$ cat src/rtl/fft_bf_sched.sv
// Frame-level sequencer for an 8-point radix-2 butterfly datapath: accepts frames, issues pair
// indices, tracks them through the fixed datapath latency and hands finished frames downstream.
module fft_bf_sched #(
  parameter int unsigned LATENCY = 5,
  parameter int unsigned PAIRS   = 4,
  parameter int unsigned IDX_W   = $clog2(PAIRS),
  parameter int unsigned CNT_W   = 16
) (
  input  logic             clk_i,
  input  logic             rst_ni,
  input  logic             flush_i,
  input  logic             in_valid_i,
  output logic             in_ready_o,
  output logic             load_en_o,
  output logic             bf_idx_valid_o,
  output logic [IDX_W-1:0] bf_idx_o,
  output logic             wr_en_o,
  output logic [IDX_W-1:0] wr_idx_o,
  output logic             out_valid_o,
  input  logic             out_ready_i,
  output logic             busy_o,
  output logic [CNT_W-1:0] frame_cnt_o
);

  typedef enum logic [1:0] {
    S_IDLE,
    S_ISSUE,
    S_DRAIN,
    S_HOLD
  } state_t;

  localparam logic [IDX_W-1:0] LAST_IDX = IDX_W'(PAIRS - 1);

  state_t                      state_q, state_d;
  logic [IDX_W-1:0]            idx_q, idx_d;
  logic [LATENCY-1:0]          dl_valid_q;
  logic [LATENCY-1:0][IDX_W-1:0] dl_idx_q;
  logic [CNT_W-1:0]            frame_cnt_q;
  logic                        out_hs;
  logic                        last_issue;
  logic                        last_wr;

  // Outputs decoded straight from state; in_ready_o sees out_ready_i combinationally so a
  // completed frame can be handed off and the next one loaded in the same cycle.
  assign out_valid_o    = (state_q == S_HOLD);
  assign busy_o         = (state_q != S_IDLE);
  assign bf_idx_valid_o = (state_q == S_ISSUE);
  assign bf_idx_o       = bf_idx_valid_o ? idx_q : '0;
  assign in_ready_o     = rst_ni & ~flush_i &
                          ((state_q == S_IDLE) | ((state_q == S_HOLD) & out_ready_i));
  assign load_en_o      = in_valid_i & in_ready_o;
  assign out_hs         = out_valid_o & out_ready_i & ~flush_i;
  assign wr_en_o        = dl_valid_q[LATENCY-1];
  assign wr_idx_o       = dl_idx_q[LATENCY-1];
  assign frame_cnt_o    = frame_cnt_q;
  assign last_issue     = (idx_q == LAST_IDX);
  assign last_wr        = wr_en_o & (wr_idx_o == LAST_IDX);

  // NOTE: every signal written here gets a default first, so no path leaves it unassigned
  // and no latch is inferred.
  always_comb begin
    state_d = state_q;
    idx_d   = idx_q;
    if (flush_i) begin
      state_d = S_IDLE;
      idx_d   = '0;
    end else begin
      unique case (state_q)
        S_IDLE: begin
          if (load_en_o) begin
            state_d = S_ISSUE;
            idx_d   = '0;
          end
        end
        S_ISSUE: begin
          if (last_issue) begin
            state_d = S_DRAIN;
            idx_d   = '0;
          end else begin
            idx_d = idx_q + IDX_W'(1);
          end
        end
        S_DRAIN: begin
          if (last_wr) state_d = S_HOLD;
        end
        S_HOLD: begin
          if (out_ready_i) begin
            state_d = load_en_o ? S_ISSUE : S_IDLE;
            idx_d   = '0;
          end
        end
        default: state_d = S_IDLE;
      endcase
    end
  end

  // NOTE: sequential state uses non-blocking assignments so every flop samples pre-edge values.
  always_ff @(posedge clk_i or negedge rst_ni) begin
    if (!rst_ni) begin
      state_q     <= S_IDLE;
      idx_q       <= '0;
      frame_cnt_q <= '0;
    end else begin
      state_q <= state_d;
      idx_q   <= idx_d;
      if (out_hs) frame_cnt_q <= frame_cnt_q + CNT_W'(1);
    end
  end

  // NOTE: the delay line is a small register array, not a RAM, so it is reset: stale valids
  // must never produce a write strobe after reset. Flush clears valids only.
  always_ff @(posedge clk_i or negedge rst_ni) begin
    if (!rst_ni) begin
      dl_valid_q <= '0;
      dl_idx_q   <= '0;
    end else begin
      dl_valid_q[0] <= bf_idx_valid_o & ~flush_i;
      dl_idx_q[0]   <= bf_idx_o;
      for (int i = 1; i < int'(LATENCY); i++) begin
        dl_valid_q[i] <= dl_valid_q[i-1] & ~flush_i;
        dl_idx_q[i]   <= dl_idx_q[i-1];
      end
    end
  end

endmodule

$ cat config.mk
export PLATFORM = sky130hd
export DESIGN_NAME = fft_bf_sched
export DESIGN_NICKNAME = d
export VERILOG_FILES = /design/src/rtl/fft_bf_sched.sv
export SDC_FILE = /design/constraint.sdc
export NUM_CORES = 1
export LEC_CHECK = 0
export ABC_CLOCK_PERIOD_IN_PS = 4150
export BUFFER_PORTS_ARGS = -buffer_cell sky130_fd_sc_hd__buf_2
export CAP_MARGIN = 20
export CORE_ASPECT_RATIO = 1.1
export CORE_UTILIZATION = 50
export CTS_CLUSTER_SIZE = 25
export DETAILED_ROUTE_END_ITERATION = 8
export GPL_ROUTABILITY_DRIVEN = 0
export GPL_TIMING_DRIVEN = 1
export PLACE_DENSITY = 0.74
export SLEW_MARGIN = 20
export SYNTH_ARGS = -nofsm -noshare
export SYNTH_HDL_FRONTEND = slang
export SYNTH_SLANG_ARGS = --single-unit
$ cat constraint.sdc
create_clock -name clk_i -period 4.15 [get_ports clk_i]
set_input_delay 0.2075 -clock clk_i [delete_from_list [all_inputs] [get_ports clk_i]]
set_output_delay 0.2075 -clock clk_i [all_outputs]
set_load 0.005 [all_outputs]
After elaboration in Yosys (flattened, before gate mapping). Index checks and enable logic that the tools add are counted.

Flip-flop bits (word level): 35. Bits of input ports: 5. Logic and storage cells: 51. Output and inout bits: 26.

Bitwise operators: 13. $add $sub $neg: 2. Eq/ne operators: 9. Multiplexer cells: 13. Reduce and logical (&&, ||, !) cells: 5.

Operators by type and width (count): $mux W2 (10); $add A16 B1 Y16 const B (1); $and A1 B1 Y1 (11); $eq A2 B2 Y1 const B (4); $pmux W2 S4 (1); $ne A3 B2 Y1 const B (2); $ne A3 B3 Y1 const B (2); $pmux W2 S3 (1); $reduce_and A4 Y1 (1); $reduce_bool A4 Y1 (1); $reduce_and A3 Y1 (1); $add A2 B1 Y2 const B (1); $eq A2 B1 Y1 const B (1); $logic_not A2 Y1 (1); $reduce_bool A2 Y1 (1); $mux W1 (1); $not A1 Y1 (1); $or A1 B1 Y1 (1).

Logic depth before layout (Yosys ltp).
Word-level depth: 9. Depth in mapped cells: 6. Depth with buffers taken out: 6.

Worst setup path after synthesis. OpenSTA, ideal clock, no wires.

Path type: reg-to-reg. Start point: register state_q[1]. End point: register frame_cnt_q[12] (netlist: frame_cnt_o[12]). Slack: 2496 ps. Buffers on the path: 0. Arrival time: 1575 ps. Setup time: 79 ps. Stages on the path, launching flop included: 6. Data required time: 4071 ps. Period minus slack after synthesis: 1654 ps. Cell sequence: dfrtp_1 ha_1 nand3b_4 or4_4 nor3_2 xor2_1.

Longest elaborated chain between the ends: 3.

Ends and longest elaborated chain: from (decl) (line 34) `state_t state_q, state_d;`; from (signal assigned) (line 104) `state_q <= state_d;`; $eq A2 B2 Y1 (line 45) `assign out_valid_o = (state_q == S_HOLD);`; named net out_valid_o (line 19) `output logic out_valid_o,`; $and A1 B1 Y1 (2 in a row) (line 52) `assign out_hs = out_valid_o & out_ready_i & ~flush_i;`; to (signal assigned) (line 106) `if (out_hs) frame_cnt_q <= frame_cnt_q + CNT_W'(1);`; to (decl) (line 38) `logic [CNT_W-1:0] frame_cnt_q;`.

The timed path passes the listed nets, and every way through them passes these cells. A chain may end at the register's enable or synchronous reset.

Final worst setup path.
Start point: input port rst_ni. End point: register state_q[0].

Longest elaborated chain between the ends: 7. Elaborated cells on any way between the ends: 9. Classes of those cells: eq/ne (1); mux (4); bitwise (3); reduce/logical (1).

Ends and longest elaborated chain: from (decl) (line 10) `input logic rst_ni,`; $and A1 B1 Y1 * (2 in a row) (line 49) `assign in_ready_o = rst_ni & ~flush_i &`; $and A1 B1 Y1 * (line 51) `assign load_en_o = in_valid_i & in_ready_o;`; $mux W1 (line 88) `state_d = load_en_o ? S_ISSUE : S_IDLE;`; $mux W2 (line 87) `if (out_ready_i) begin`; $pmux W2 S4 (line 68) `unique case (state_q)`; $mux W2 (line 64) `if (flush_i) begin`.

Every way passes the cells marked *; elsewhere a longest branch is shown, timed or not. The select of a mux whose other input is x is not followed.

==> reports/qor.csv <==
metric,value,unit
floorplan.core_area,0.00280,mm2
layout-area-overhead-vs-synth,16.8,%
total_switching_power,235,uW
ys_seq_elements,35,
hold_path.class,input pin to flop,
crit-reg2reg-capture,frame_cnt_o[11],
cpPeakStageDelay,0.61,ns
worst_path_dominant_cell_family,buffers and inverters,
netlist_top_cells_area,"dfrtp_1 (59%), xnor2_1 (5.9%), ha_1 (5.1%)",
synth_enable_flop_cells,0,
finish.net_count,170,
critPathKind,input pin to flop,
critical_path_required,4.39,ns
clk_transition_reported_paths,0.10,ns
critical_path.n_buffers_inverters,2,
antenna_left,0,
grt_setup_unrepaired,no,
fmax,468,MHz
dp.final_hpwl,1790,um
peakVddDrop,319,uV
swShare,0.293,
multiInputGateArea,563,um2
final_hold_viol_count,0,
fin_crit_sh,0.515,
fin_tns_setup,0,ns
slew_violations,0,
ff_latch_area,876,um2
overflow_left_after_global_routing,0,
synth_cells,124,
synth_xor_xnor_area_share,0.0885,
grtUsageTotal,0.186,
htree_num_levels,2,
synth-warning-count,0,
yosys-mux-area-fraction,0.0219,
wl_per_cell,12.9,um
finalSetupViolations,0,
buffers_added_on_ports,30,
final.setup.worst_slack,2.01,ns
cp.arrival,2.37,ns
floorplan.initialDensity,0.530,
detailedRoute.firstPassIterationCount,4,
fp.dieW,54.0,um
mappedNetlistArea,0.00149,mm2
crit_slowest_cell,buf_2,
synth_area_leader_cell,dfrtp_1,
worst-path-max-fanout,38,
synthesis.nets,135,
internal_power_component,565,uW
post-place-ws,2.20,ns
hold_path_end,dl_valid_q[3],
final_non_filler_cells,193,
drc_errors,0,
placement_rows,20,
r2r.worst_path.cells,5,
detailedRoute.firstIterationViolations,25,
worstMarginPinSlew,0.770,ns
clock_tree.root_cell,clkbuf_4,
leakage,0.934,nW
fillers,213,
drt-vias-per-instance,5.04,
post_cts.resized_instances,0,
max-clock-path-buffers,2,
synth_top_family_by_area,simple AND/OR/NAND/NOR gates,
synthAdderAreaFrac,0.0505,
hold_start,flush_i,
die-area,0.00319,mm2
timing.critical_path.from_type,input pin,
netlist.area_leader.share,0.590,
vias,972,
die_height,59.2,um
simple_gate_portion_of_the_synthesized_area,0.186,
routed_wl,2480,um
pin_count_of_the_biggest_net_entering_global_routing,39,
pwr_density_cell,461,mW/mm2
ys_async_sr_fraction,1.00,
syn-mean-instance-area,12.0,um2
ys_top_cells_by_count,"dfrtp_1 (35), xnor2_1 (10), nand2_1 (9), nor2_1 (8)",
synth_sequential_area_ratio,0.590,
drive_above_1_share,0.269,
worstHoldPathCells,2,
cts_tree,done,
cts_sinks,35,
post_synthesis_compound_gate_area_fraction,0.0320,
timing.max_slew.rel_slack,0.486,
wire_length_of_the_first_global_routing_pass,4000,um
cp-end-kind,flop,
worstSkewPairLatency,0.33,ns
clock_network_fraction_of_design_power,0.254,
p_comb_frac,0.237,
power.share.sequential,0.510,
cell_variety_after_synth,30,
antenna_found_initial,0,
antenna-diode-count,0,
critical_r2r_launch,state_q[1],
ff2ff_setup_slack,2.21,ns
place_inst,184,
synth.most_common_cell,dfrtp_1,
yosys_most_used_dff,dfrtp_1,
period_minus_slack,2.14,ns
post-cts-setup-buffers,0,
cp_cell_sequence,dlygate4sd3_1 > buf_2 > nand2_1 > a31oi_1 > nand3_1 > o32ai_1,
ios,31,
grt_pass1_vias,912,
clock_skew,0.00747,ns
number_of_buffers_added_by_the_clock_tree_synthesis_step,5,
timing.max_cap.violations,0,
outcome,finished clean,
cts.hold.buffers_added,1,
cells in the final DEF, fill, tap and decap left out:
cell type / count
nand2b_1: 1
xor2_1: 5
mux2i_1: 1
a31oi_1: 2
and2_1: 3
nand3b_4: 1
buf_2: 30
nor2b_1: 5
nand3_1: 7
or2_2: 1
and4b_1: 1
dlygate4sd3_1: 1
xnor2_1: 10
and3_1: 1
nor3b_1: 2
o21ai_0: 2
o22ai_1: 1
ha_1: 6
clkbuf_4: 5
nor2_1: 8
nand4_1: 3
nor3_2: 1
nor4_1: 1
clkbuf_1: 1
clkbuf_8: 2
inv_1: 7
o32ai_1: 1
and4_1: 2
dfrtp_1: 35
mux2_2: 2
a21oi_1: 2
or4_4: 1
nand2_1: 9
routing by layer:
metal	vias to the layer above	GRT usage	wire [um]
met5	-	0	0
met4	0	0.105	33
met3	4	0.0744	97
met2	19	0.289	1230
met1	463	0.215	1120
li1	486	-	-
stage by stage:
step                power, mW  utilization  instance area [um2]  hold slack [ns]
global placement        0.590        0.591                 1660            0.316
detailed placement      0.603        0.591                 1660            0.328
floorplan               0.535            -                 1490          -0.0881
CTS                     0.811        0.619                 1740            0.174
finish                  0.800        0.619                 1740            0.189
global route            0.856        0.619                 1740            0.180
power groups by stage:
stage / combinational [mW] / sequential (mW) / clock, mW
2_1_floorplan: 0.125 / 0.410 / 0
5_1_grt: 0.213 / 0.414 / 0.230
3_5_place_dp: 0.188 / 0.415 / 0
4_1_cts: 0.190 / 0.408 / 0.213
3_3_place_gp: 0.178 / 0.413 / 0
6_report: 0.189 / 0.408 / 0.203
worst register-to-register path, delay by kind of cell (launching register included):
kind	cells	cell delay, ns
adders and majority gates	1	0.28
DFF	1	0.41
xor gates and xnor gates	1	0.17
and+or+nand+nor	3	0.97
final cells by class:
type                       count  area share
tap                           33      0.0238
inverter                       7      0.0151
multi-input combinational     79       0.324
clock buffer                   8      0.0397
sequential                    35       0.505
timing repair buffer          31      0.0923
state kept, by name, summed over array words and instances (netlist names):
| register | count |
|---|---|
| dl_idx_q | 8 |
| dl_valid_q | 5 |
| frame_cnt_o | 16 |
| idx_q | 2 |
| state_q | 2 |
| wr_idx_o | 2 |
worst max path at each step:
stage	from	to	slack, ns	cells past startpoint
2_1_floorplan	state_q[1]	frame_cnt_o[12]	2.50	5
3_3_place_gp	state_q[1]	frame_cnt_o[11]	2.29	5
3_5_place_dp	rst_ni	state_q[0]	2.20	5
4_1_cts	rst_ni	load_en_o	1.97	5
5_1_grt	rst_ni	state_q[0]	1.82	6
6_report	rst_ni	state_q[0]	2.01	6
kinds of logic after synthesis:
| kind of cell | after synthesis |
|---|---|
| buffers and inverters | 10 |
| adders and majority gates | 6 |
| muxes | 3 |
| xor gates and xnor gates | 15 |
| and+or+nand+nor | 47 |
| AOI/OAI and AO/OA | 8 |
| DFF | 35 |
Power figures use the tool's default switching activity.
